===== src/rtl/seqdet_pkg.sv =====
// Shared types and defaults for the serial pattern detector.
package seqdet_pkg;

  localparam int unsigned DEF_WIDTH    = 8;
  localparam int unsigned DEF_PLEN_MAX = 4;

  // Sequencer states; encodings are fixed so they match existing tooling.
  typedef enum logic [1:0] {
    StIdle  = 2'd0,
    StShift = 2'd1,
    StDone  = 2'd2
  } state_e;

endpackage


===== src/rtl/seqdet_match.sv =====
// Overlapping pattern matcher: keeps a bit history and a saturating fill
// count, and flags when the newest len bits equal the programmed pattern.
module seqdet_match import seqdet_pkg::*; #(
  parameter int unsigned PLEN_MAX = DEF_PLEN_MAX,
  parameter int unsigned LEN_W    = $clog2(PLEN_MAX + 1)
) (
  input  logic                clk,
  input  logic                rst,
  input  logic                en_i,
  input  logic                bit_i,
  input  logic [PLEN_MAX-1:0] pat_i,
  input  logic [LEN_W-1:0]    len_i,
  input  logic                clr_i,
  output logic                match_o
);

  logic [PLEN_MAX-1:0] hist_q, hist_d;
  logic [LEN_W-1:0]    fill_q, fill_d;
  logic [PLEN_MAX-1:0] mask;

  // Next history/fill and the match decision for the bit being consumed now.
  always_comb begin
    mask = '0;
    for (int unsigned i = 0; i < PLEN_MAX; i++) begin
      mask[i] = (LEN_W'(i) < len_i);
    end
    hist_d  = PLEN_MAX'({hist_q, bit_i});
    fill_d  = (fill_q == LEN_W'(PLEN_MAX)) ? fill_q : fill_q + 1'b1;
    // pat[len-1] lines up with the oldest history bit, pat[0] with the newest
    match_o = en_i && (len_i != '0) && (fill_d >= len_i) &&
              (((hist_d ^ pat_i) & mask) == '0);
  end

  // History persists across words; only reset or a config write clears it.
  always_ff @(posedge clk or negedge rst) begin
    if (!rst) begin
      hist_q <= '0;
      fill_q <= '0;
    end else if (clr_i) begin
      hist_q <= '0;
      fill_q <= '0;
    end else if (en_i) begin
      hist_q <= hist_d;
      fill_q <= fill_d;
    end
  end

endmodule


===== src/rtl/seqdet_ctrl.sv =====
// Word-level sequencer: accepts words, serialises them MSB first into the
// matcher and returns a per-word match count / first-match index.
module seqdet_ctrl import seqdet_pkg::*; #(
  parameter int unsigned WIDTH    = DEF_WIDTH,
  parameter int unsigned PLEN_MAX = DEF_PLEN_MAX,
  parameter int unsigned CNT_W    = $clog2(WIDTH + 1),
  parameter int unsigned LEN_W    = $clog2(PLEN_MAX + 1)
) (
  input  logic                clk,
  input  logic                rst,
  input  logic                cfg_we,
  input  logic [PLEN_MAX-1:0] cfg_pat,
  input  logic [LEN_W-1:0]    cfg_len,
  input  logic                in_valid,
  input  logic [WIDTH-1:0]    in_data,
  output logic                in_ready,
  output logic                out_valid,
  input  logic                out_ready,
  output logic [CNT_W-1:0]    out_count,
  output logic [CNT_W-1:0]    out_first,
  output logic                out_hit,
  output logic                det_pulse,
  output logic                ser_bit,
  output logic                busy
);

  state_e              state_q, state_d;
  logic [WIDTH-1:0]    shreg_q, shreg_d;
  logic [CNT_W-1:0]    idx_q, idx_d;
  logic [CNT_W-1:0]    count_q, count_d;
  logic [CNT_W-1:0]    first_q, first_d;
  logic                hit_q, hit_d;
  logic                out_valid_q, out_valid_d;
  logic                det_pulse_q, det_pulse_d;
  logic                ser_bit_q, ser_bit_d;
  logic [PLEN_MAX-1:0] pat_q, pat_d;
  logic [LEN_W-1:0]    len_q, len_d;
  logic                match_en, match_clr, match;

  assign match_en  = (state_q == StShift);
  assign match_clr = (state_q == StIdle) && cfg_we;

  seqdet_match #(
    .PLEN_MAX (PLEN_MAX),
    .LEN_W    (LEN_W)
  ) u_match (
    .clk     (clk),
    .rst     (rst),
    .en_i    (match_en),
    .bit_i   (shreg_q[WIDTH-1]),
    .pat_i   (pat_q),
    .len_i   (len_q),
    .clr_i   (match_clr),
    .match_o (match)
  );

  // Config write takes priority, so input is refused in that cycle.
  assign in_ready  = rst && (state_q == StIdle) && !cfg_we;
  assign busy      = (state_q != StIdle);
  assign out_valid = out_valid_q;
  assign out_count = count_q;
  assign out_first = first_q;
  assign out_hit   = hit_q;
  assign det_pulse = det_pulse_q;
  assign ser_bit   = ser_bit_q;

  // Next-state: FSM, shifter, result accumulation and config latch.
  always_comb begin
    state_d     = state_q;
    shreg_d     = shreg_q;
    idx_d       = idx_q;
    count_d     = count_q;
    first_d     = first_q;
    hit_d       = hit_q;
    out_valid_d = out_valid_q;
    det_pulse_d = 1'b0;
    ser_bit_d   = ser_bit_q;
    pat_d       = pat_q;
    len_d       = len_q;
    unique case (state_q)
      StIdle: begin
        if (cfg_we) begin
          pat_d = cfg_pat;
          len_d = (cfg_len > LEN_W'(PLEN_MAX)) ? LEN_W'(PLEN_MAX) : cfg_len;
        end else if (in_valid) begin
          shreg_d = in_data;
          idx_d   = '0;
          count_d = '0;
          first_d = '0;
          hit_d   = 1'b0;
          state_d = StShift;
        end
      end
      StShift: begin
        shreg_d   = {shreg_q[WIDTH-2:0], 1'b0};
        ser_bit_d = shreg_q[WIDTH-1];
        idx_d     = idx_q + 1'b1;
        if (match) begin
          det_pulse_d = 1'b1;
          count_d     = count_q + 1'b1;
          if (count_q == '0) begin
            first_d = idx_q;
            hit_d   = 1'b1;
          end
        end
        if (idx_q == CNT_W'(WIDTH - 1)) begin
          state_d     = StDone;
          out_valid_d = 1'b1;
        end
      end
      StDone: begin
        if (out_ready) begin
          out_valid_d = 1'b0;
          state_d     = StIdle;
        end
      end
      default: state_d = StIdle;
    endcase
  end

  // State registers; reset discards any word in flight.
  always_ff @(posedge clk or negedge rst) begin
    if (!rst) begin
      state_q     <= StIdle;
      shreg_q     <= '0;
      idx_q       <= '0;
      count_q     <= '0;
      first_q     <= '0;
      hit_q       <= 1'b0;
      out_valid_q <= 1'b0;
      det_pulse_q <= 1'b0;
      ser_bit_q   <= 1'b0;
      pat_q       <= '0;
      len_q       <= '0;
    end else begin
      state_q     <= state_d;
      shreg_q     <= shreg_d;
      idx_q       <= idx_d;
      count_q     <= count_d;
      first_q     <= first_d;
      hit_q       <= hit_d;
      out_valid_q <= out_valid_d;
      det_pulse_q <= det_pulse_d;
      ser_bit_q   <= ser_bit_d;
      pat_q       <= pat_d;
      len_q       <= len_d;
    end
  end

endmodule


===== config.mk =====
export PLATFORM = sky130hd
export DESIGN_NAME = seqdet_ctrl
export DESIGN_NICKNAME = d
export VERILOG_FILES = /design/src/rtl/seqdet_pkg.sv /design/src/rtl/seqdet_match.sv /design/src/rtl/seqdet_ctrl.sv
export SDC_FILE = /design/constraint.sdc
export NUM_CORES = 1
export LEC_CHECK = 0
export CORE_UTILIZATION = 40
export CTS_CLUSTER_DIAMETER = 150
export DETAILED_ROUTE_END_ITERATION = 6
export DONT_BUFFER_PORTS = 1
export SLEW_MARGIN = 30
export SYNTH_ARGS = -nofsm -noshare
export SYNTH_HDL_FRONTEND = slang
export SYNTH_HIERARCHICAL = 1
export SYNTH_SLANG_ARGS = --single-unit

===== constraint.sdc =====
create_clock -name clk -period 2.5 [get_ports clk]
set_input_delay 0.25 -clock clk [delete_from_list [all_inputs] [get_ports clk]]
set_output_delay 0.25 -clock clk [all_outputs]
set_load 0.02 [all_outputs]

==> qor.txt, run 1 <==
Adder-cell area share of the yosys netlist: 0.0504
CTS tree: done
CP Class: flop to flop
Routed wire per std cell: 15.9 um
Most common cell after layout, fill and taps aside: dfrtp_1
Max FO, Critical Path: 4
Nature of the critical path endpoint: flop
Vias per inst: 5.34
Hold Crit Depth: 2
Post-synth EDFFs: 0
Largest family of logic cells by synthesized area: multiplexers
Routed WL: 3970 um
Max-Cap Viols: 0
Setup WS post-layout: 0.101 ns
Switching Share: 0.386
Filler cells: 464
GPL Wtd Cong: 0.787
Htree depth: 2
Mux cell area share after synthesis: 0.151
Multi-input gate area: 967 um^2
Comb pwr share: 0.432
Die H: 72.5 um
Die area: 0.00525 mm^2
Main synth FF type: dfrtp_1
Tcrit/Tclk final: 0.960
Slew Limit Headroom: 0.553
Clk slew on worst S/H paths: 0.08 ns
Dpl hpwl: 2790 um
Syn Nets: 201
Ratio of cells with drive above 1 in the final layout: 0.279
Async set or reset register ratio after synthesis: 1.00
Post-route insts no fill: 250
CTS Buf Count: 5
R2r endpoint: out_count[3]
Number of vias in the routed layout: 1,336
Root buffer cell: clkbuf_8
Sequential share of power: 0.409
Total GRT Usage: 0.166
Crit path time final: 2.40 ns
Switching pwr: 1.15 mW
Fin nets: 210
# clock sinks: 39
Post-synthesis sequential area ratio: 0.491
FP Rows: 25
P&R area growth vs syn: 13.5%
Worst EP required: 2.68 ns
Initial antenna violation count: 0
Final max-slew violation count: 0
Static leakage: 1.05 nW
Critical hold path startpoint: in_data[0]
Pin count of the biggest net entering global routing: 40
Pwr per Cell Area: 1320 mW/mm^2
Synth Area per Inst: 11.5 um^2
Clock Skews: 0.00826 ns
Cell area after synthesis: 0.00199 mm^2
Cells on worst reg2reg path: 12
TNS Setup: 0 ns
DRT antenna net count: 0
Int Pwr: 1.83 mW
Dpl ws: -0.0396 ns
Gate Count Post-Synth: 173
Status: completed
Commonest cells after routing, fill and taps aside: dfrtp_1, mux2_2, nor2_1
DR DRC count: 0
Core ar.: 0.00475 mm^2
Final-report setup violation count: 0
Post-Route Utilization: 0.474
Yosys warning total: 6
First-pass GRT wire length: 6590 um
DRT iter0 DRCs: 68
Hold EP: shreg_q[0]
R2R Setup Slk: 0.10 ns
Clock group share of total power: 0.159
Worst hold path class: input port to flop
Clk buf depth: 2
Startpoint types: flop
Cell taking the most area after synthesis: dfrtp_1
Synthesis-stage register bit count: 39
DR pass1 iterations: 4
Die Wd: 72.5 um
XOR/XNOR Fraction of Synth Area: 0.0265
GRT Residual Overflow: 0
Unrepaired setup endpoints after global routing: yes
Total power: 2.98 mW
Clock Latency Late Sink: 0.29 ns
Ant. Diodes: 0
Reg2Reg Launch Point: u_match/fill_q[1]
Actual slew at the worst max-slew pin: 0.669 ns
Vias in the first global route: 1,424
Max Fclk: 417 MHz
PortBufs: 0
Cell variety after synth: 39
Initial cell density of the core: 0.418
Register area: 976 um^2
Dpl cells: 237
Critical path data arrival time: 2.58 ns
Worst VDD drop: 535 uV
I/O Pins: 34
Synth Area in Compound Gates: 0.0983
Final hold vios: 0
Yosys top cell area share: 0.491
Simple-Gate Fraction of Synth Area: 0.132
Area contributors post-synth: dfrtp_1, mux2_2, ha_1
power groups by stage:
stage	clock (mW)	combinational, mW	sequential (mW)
after floorplan	0	1.02	1.13
after CTS	0.483	1.20	1.22
final	0.474	1.29	1.22
after global routing	0.505	1.41	1.27
after detailed placement	0	1.15	1.23
after global placement	0	1.09	1.20
Yosys cell counts, types with 3 or more instances:
master and number:
a21oi_1 4, a22o_1 5, buf_2 4, buf_6 3, dfrtp_1 39, ha_1 8
inv_1 12, mux2_2 16, mux2_4 4, mux2i_1 6, nand2_1 11, nand2b_1 4
nand3_1 3, nor2_1 11, nor3_1 3, nor3b_1 3, o21ai_0 9, xnor2_1 4
cells by family (layout without fill, tap and decap cells):
kind of cell | after synthesis | count (layout)
AO/OA/AOI/OAI | 29 | 29
XOR/XNOR | 6 | 6
adder cells (fa/ha/maj) | 8 | 8
buffers and inverters | 19 | 29
flip-flops | 39 | 39
multiplexers | 26 | 26
AND/OR/NAND/NOR | 46 | 46
per-layer routing:
metal / global-route usage / share of wire
met1: 0.183 / 0.41
met3: 0.0625 / 0.051
met2: 0.280 / 0.51
met5: 0 / 0
met4: 0.0828 / 0.027
sequential cells by signal, summed over array words and instances, names as in the netlist:
signal	flops
len_q	3
shreg_q	8
det_pulse	1
out_valid	1
out_first	4
u_match/hist_q	3
idx_q	4
ser_bit	1
out_hit	1
u_match/fill_q	3
state_q	2
out_count	4
pat_q	4
layout make-up:
| type | count | area share |
|---|---|---|
| inverter | 12 | 0.0200 |
| clock buffer | 8 | 0.0444 |
| tap | 67 | 0.0372 |
| sequential | 39 | 0.433 |
| multi-input combinational | 115 | 0.429 |
| timing repair buffer | 9 | 0.0366 |
worst max path at each step:
stage | startpoint | to | depth (start not counted)
2_1_floorplan | u_match/fill_q[0] | out_count[3] | 12
3_3_place_gp | u_match/fill_q[0] | out_count[3] | 12
3_5_place_dp | u_match/fill_q[0] | out_count[3] | 12
4_1_cts | u_match/fill_q[0] | out_count[3] | 12
5_1_grt | u_match/fill_q[0] | out_first[1] | 12
6_report | u_match/fill_q[1] | out_count[3] | 12
worst max-delay path, stage by stage, from the launching register on:
cell and delay [ns]:
dfrtp_1 0.42, inv_2 0.09, ha_4 0.16, nand2_4 0.07, xnor2_2 0.14, ha_1 0.27
o21ai_1 0.05, a221oi_1 0.23, nor4b_2 0.24, nand3b_1 0.14, inv_2 0.12, nor2_1 0.07
a211o_1 0.28
stage by stage:
stage                     hold WS (ns)  cell area [um^2]
final                           0.0792              2250
after global routing            0.0879              2250
after CTS                       0.0737              2190
after detailed placement       -0.0445              2050
after global placement         -0.0444              2050
after floorplan                -0.0456              1990
timing repair:
action | in CTS | in global routing
hold buffers | 2 | 0
hold endpoints to repair | 39 | 0
setup buffers | 1 | 2
gates resized for setup | 4 | 11
setup endpoints to repair | 6 | 9
pin swaps | 0 | 10
(Power assumes the default switching activity.)
==> run 2: changes to the inputs <==
Settings changed: CORE_UTILIZATION 40 to 50, PLACE_DENSITY from default to 0.68.
==> qor.txt, run 2 (same netlist as run 1, synthesis figures left out) <==
Die H: 65.0 um (was 72.5 um)
Initial cell density of the core: 0.530 (was 0.418)
Root buffer cell: clkbuf_8 (unchanged)
Number of vias in the routed layout: 1,338 (was 1,336)
Post-route cell area: 0.00224 mm^2 (was 0.00225 mm^2)
DR pass1 iterations: 4 (unchanged)
Fin nets: 213 (was 210)
DRT antenna net count: 0 (unchanged)
Ratio of cells with drive above 1 in the final layout: 0.297 (was 0.279)
Setup WS post-layout: 0.0798 ns (was 0.101 ns)
I/O Pins: 34 (unchanged)
FP Rows: 22 (was 25)
Total power: 2.95 mW (was 2.98 mW)
Max Fclk: 413 MHz (was 417 MHz)
Clock Latency Late Sink: 0.30 ns (was 0.29 ns)
Core ar.: 0.00374 mm^2 (was 0.00475 mm^2)
Worst EP required: 2.68 ns (about the same)
CP Class: flop to flop (unchanged)
Htree depth: 2 (unchanged)
Startpoint types: flop (unchanged)
Slew Limit Headroom: 0.607 (was 0.553)
GRT Residual Overflow: 0 (unchanged)
CTS tree: done (unchanged)
Total GRT Usage: 0.203 (was 0.166)
Final-report setup violation count: 0 (unchanged)
Largest Register: shreg_q (unchanged)
Max-Cap Viols: 0 (unchanged)
Vias in the first global route: 1,379 (was 1,424)
TNS Setup: 0 ns (unchanged)
P&R area growth vs syn: 13.0% (was 13.5%)
Static leakage: 1.06 nW (was 1.05 nW)
Clk slew on worst S/H paths: 0.08 ns (about the same)
Post-Route Utilization: 0.599 (was 0.474)
Max FO, Critical Path: 5 (was 4)
# clock sinks: 39 (unchanged)
Routed wire per std cell: 16.1 um (was 15.9 um)
Critical path data arrival time: 2.60 ns (was 2.58 ns)
Most common cell after layout, fill and taps aside: dfrtp_1 (unchanged)
Max reg flops: 8 (unchanged)
GPL Wtd Cong: 0.771 (was 0.787)
PortBufs: 0 (unchanged)
DRT iter0 DRCs: 62 (was 68)
CTS Buf Count: 5 (unchanged)
Pwr per Cell Area: 1310 mW/mm^2 (was 1320 mW/mm^2)
Crit path time final: 2.42 ns (was 2.40 ns)
Final hold vios: 0 (unchanged)
Dpl hpwl: 2570 um (was 2790 um)
Status: completed (unchanged)
Worst hold path class: input port to flop (unchanged)
Final max-slew violation count: 0 (unchanged)
First-pass GRT wire length: 6280 um (was 6590 um)
Unrepaired setup endpoints after global routing: yes (unchanged)
Clk buf depth: 2 (unchanged)
Tcrit/Tclk final: 0.968 (was 0.960)
Commonest cells after routing, fill and taps aside: dfrtp_1, mux2_2, nand2_1, nor2_1, buf_4 (was dfrtp_1, mux2_2, nor2_1)
Dpl ws: -0.0286 ns (was -0.0396 ns)
Die area: 0.00423 mm^2 (was 0.00525 mm^2)
DR DRC count: 0 (unchanged)
Nature of the critical path endpoint: flop (unchanged)
Routed WL: 3750 um (was 3970 um)
Ant. Diodes: 0 (unchanged)
Placement Cell Area: 0.00203 mm^2 (was 0.00205 mm^2)
Pin count of the biggest net entering global routing: 40 (unchanged)
Initial antenna violation count: 0 (unchanged)
Clock Skews: 0.0129 ns (was 0.00826 ns)
Actual slew at the worst max-slew pin: 0.588 ns (was 0.669 ns)
Worst VDD drop: 542 uV (was 535 uV)
Vias per inst: 5.74 (was 5.34)
Die Wd: 65.0 um (was 72.5 um)
## run 2: cell count changes in the layout (fill, tap and decap cells not counted), sizes merged
cell	change
clkinv	+1
clkbuf	-2
buf	+3
## run 2: per-stage QoR
stage          instances  hold WS [ns]
2_1_floorplan        173       -0.0456
3_3_place_gp         219       -0.0446
3_5_place_dp         219       -0.0448
4_1_cts              229        0.0796
5_1_grt              233        0.0869
6_report             233        0.0836
## run 2: layout make-up
cell class | instances | area (um^2)
clock buffers | 6 | 82.6
clock inverters | 1 | 5.00
fillers | 314 | 1500
inverters | 12 | 45.0
multi-input cells | 115 | 970
flip-flops and latches | 39 | 976
well taps | 48 | 60.1
repair buffers | 12 | 105
## run 2: final timing paths
path                                     endpoint         startpoint  slack (ns)  cells after the start
worst min register to register         shreg_q[2]         shreg_q[2]        0.51                      1
worst min-delay path                   shreg_q[0]         in_data[0]        0.08                      2
worst max register to register       out_first[1]  u_match/fill_q[0]        0.08                     12
max in group asynchronous              shreg_q[0]                rst        1.88                      2
worst max-delay path                 out_first[1]  u_match/fill_q[0]        0.08                     12
min in group asynchronous       u_match/fill_q[0]                rst        0.41                      2
## run 2: repair_timing
item,4_1_cts,5_1_grt
setup endpoints to repair,6,8
hold endpoints to repair,39,0
setup buffers,1,4
hold buffers,2,0
pin swaps,0,10
gates resized for setup,3,13
## run 2: report_power, final
group | switching (mW) | internal [mW] | leakage (nW)
sequential | 0.328 | 0.888 | 0.493
clock | 0.218 | 0.216 | 0.0470
combinational | 0.588 | 0.708 | 0.520
total | 1.13 | 1.81 | 1.06
## run 2: layer usage
layer  GRT usage  wire (um)  up-vias  share of wire
li1            -          -      622              -
met5           0          0        -              0
met2       0.345       1870       38           0.50
met4      0.0815         62        0          0.017
met1       0.230       1570      672           0.42
met3      0.0722        247        6          0.066
## run 2: critical path, stage by stage (launching register included)
cell      delay, ns
dfrtp_1        0.42
inv_2          0.09
ha_4           0.14
nand2_4        0.06
xnor2_2        0.14
ha_1           0.28
o21ai_1        0.05
a221oi_1       0.23
nor4b_2        0.23
nand3b_1       0.15
inv_2          0.14
o32ai_4        0.11
a22o_1         0.25
==> run 3: changes to the inputs <==
Settings changed: REMOVE_ABC_BUFFERS from default to 1.
==> qor.txt, run 3 (same netlist as run 1, synthesis figures left out) <==
Status: completed (unchanged)
Largest Register: shreg_q (unchanged)
Max Fclk: 419 MHz (was 413 MHz)
Critical path data arrival time: 2.56 ns (was 2.60 ns)
Total GRT Usage: 0.194 (was 0.203)
Root buffer cell: clkbuf_8 (unchanged)
Hold Crit Depth: 2 (unchanged)
GRT Residual Overflow: 0 (unchanged)
Placement Cell Area: 0.00202 mm^2 (was 0.00203 mm^2)
Crit path time final: 2.39 ns (was 2.42 ns)
Startpoint types: flop (unchanged)
Multi-input gate area: 958 um^2 (was 970 um^2)
Clk slew on worst S/H paths: 0.07 ns (was 0.08 ns)
Dpl cells: 218 (was 219)
Filler cells: 311 (was 314)
CTS tree: done (unchanged)
Pin count of the biggest net entering global routing: 40 (unchanged)
Max-Cap Viols: 0 (unchanged)
Clk buf depth: 2 (unchanged)
Final hold vios: 0 (unchanged)
Worst EP required: 2.67 ns (was 2.68 ns)
Vias per inst: 5.69 (was 5.74)
TNS Setup: 0 ns (unchanged)
Htree depth: 2 (unchanged)
I/O Pins: 34 (unchanged)
Initial antenna violation count: 0 (unchanged)
Final max-slew violation count: 0 (unchanged)
Dpl hpwl: 2440 um (was 2570 um)
Initial cell density of the core: 0.530 (unchanged)
# clock sinks: 39 (unchanged)
Post-route insts no fill: 233 (unchanged)
Clock Latency Late Sink: 0.29 ns (was 0.30 ns)
Routed wire per std cell: 15.9 um (was 16.1 um)
DR pass1 iterations: 4 (unchanged)
Ratio of cells with drive above 1 in the final layout: 0.276 (was 0.297)
FP Rows: 22 (unchanged)
Max reg flops: 8 (unchanged)
Worst-path cell chain: ha_1, nor2b_1, a21oi_2, ha_2, nor2_1, a221oi_2, nor4b_2, nand3b_1, inv_2, nor2_1, a211o_1 (was inv_2, ha_4, nand2_4, xnor2_2, ha_1, o21ai_1, a221oi_1, nor4b_2, nand3b_1, inv_2, o32ai_4, a22o_1)
P&R area growth vs syn: 14.3% (was 13.0%)
Final-report setup violation count: 0 (unchanged)
DRT antenna net count: 0 (unchanged)
Nature of the critical path endpoint: flop (unchanged)
Worst path max stage delay: 0.41 ns (was 0.42 ns)
Critical path's slowest cell: dfrtp_1 (unchanged)
CTS Buf Count: 5 (unchanged)
Worst hold path class: input port to flop (unchanged)
Tcrit/Tclk final: 0.954 (was 0.968)
DR DRC count: 0 (unchanged)
Vias in the first global route: 1,280 (was 1,379)
Pwr per Cell Area: 1380 mW/mm^2 (was 1310 mW/mm^2)
First-pass GRT wire length: 6160 um (was 6280 um)
Routed WL: 3700 um (was 3750 um)
Actual slew at the worst max-slew pin: 0.655 ns (was 0.588 ns)
Die Wd: 65.0 um (unchanged)
Crit path max-delay family: compound AO/OA/AOI/OAI gates (unchanged)
CP Class: flop to flop (unchanged)
Cells on worst reg2reg path: 11 (was 12)
Total power: 3.13 mW (was 2.95 mW)
Static leakage: 1.06 nW (about the same)
Fin nets: 212 (was 213)
Number of vias in the routed layout: 1,326 (was 1,338)
CP Depth: 11 (was 12)
Worst VDD drop: 518 uV (was 542 uV)
Register area: 976 um^2 (unchanged)
DRT iter0 DRCs: 81 (was 62)
PortBufs: 0 (unchanged)
Slew Limit Headroom: 0.562 (was 0.607)
Core ar.: 0.00374 mm^2 (unchanged)
Crit path top cell by count: nor2_1 (was inv_2)
GPL Wtd Cong: 0.811 (was 0.771)
Commonest cells after routing, fill and taps aside: dfrtp_1, mux2_2, nor2_1 (was dfrtp_1, mux2_2, nand2_1, nor2_1, buf_4)
Die area: 0.00423 mm^2 (unchanged)
Post-route cell area: 0.00227 mm^2 (was 0.00224 mm^2)
WP buf/inv: 1 (was 2)
Clock Skews: 0.00741 ns (was 0.0129 ns)
WHS: 0.0840 ns (was 0.0836 ns)
Die H: 65.0 um (unchanged)
Ant. Diodes: 0 (unchanged)
Max FO, Critical Path: 4 (was 5)
Most common cell after layout, fill and taps aside: dfrtp_1 (unchanged)
## run 3: per-stage QoR
step	setup WS, ns	util
6_report	0.114	0.606
5_1_grt	-0.0312	0.606
4_1_cts	0.00341	0.588
3_5_place_dp	-0.0149	0.540
3_3_place_gp	0.0927	0.540
2_1_floorplan	0.130	-
## run 3: layout make-up
cell class / count / share of cell area
Multi-Input combinational cell: 115 / 0.422
Timing Repair Buffer: 11 / 0.0430
Clock buffer: 6 / 0.0320
Inverter: 12 / 0.0198
Clock inverter: 2 / 0.0265
Sequential cell: 39 / 0.430
Tap cell: 48 / 0.0265
## run 3: final timing paths
kind                                   startpoint           end  slack [ns]
worst max-delay path            u_match/fill_q[0]  out_count[3]        0.11
worst min-delay path                   in_data[0]    shreg_q[0]        0.08
worst max register to register  u_match/fill_q[0]  out_count[3]        0.11
worst min register to register         shreg_q[1]    shreg_q[1]        0.52
max in group asynchronous                     rst    shreg_q[1]        1.87
min in group asynchronous                     rst    state_q[0]        0.43
## run 3: where the power goes
part / leakage [nW] / internal (mW) / switching (mW)
logic: 0.504 / 0.706 / 0.593
registers: 0.493 / 0.888 / 0.325
clock network: 0.0654 / 0.399 / 0.218
## run 3: worst reg2reg max path: cells and delay by family, from the launching register on
family	cells	cell delay [ns]
AO/OA/AOI/OAI	3	0.69
adder cells (fa/ha/maj)	2	0.43
buffers and inverters	1	0.12
flip-flops	1	0.41
AND/OR/NAND/NOR	5	0.62
## run 3: repair_timing
action | CTS | global route
hold buffers | 2 | 0
pin swaps | 0 | 4
endpoints found under the setup margin | 6 | 9
resized for setup | 2 | 10
hold endpoints to repair | 39 | 0
setup buffers | 1 | 4
## run 3: routing by layer
layer | wire length, um | track usage | vias up
met3 | 171 | 0.0651 | 4
met4 | 31 | 0.0571 | 0
met5 | 0 | 0 | -
li1 | - | - | 621
met2 | 1780 | 0.289 | 31
met1 | 1720 | 0.268 | 670
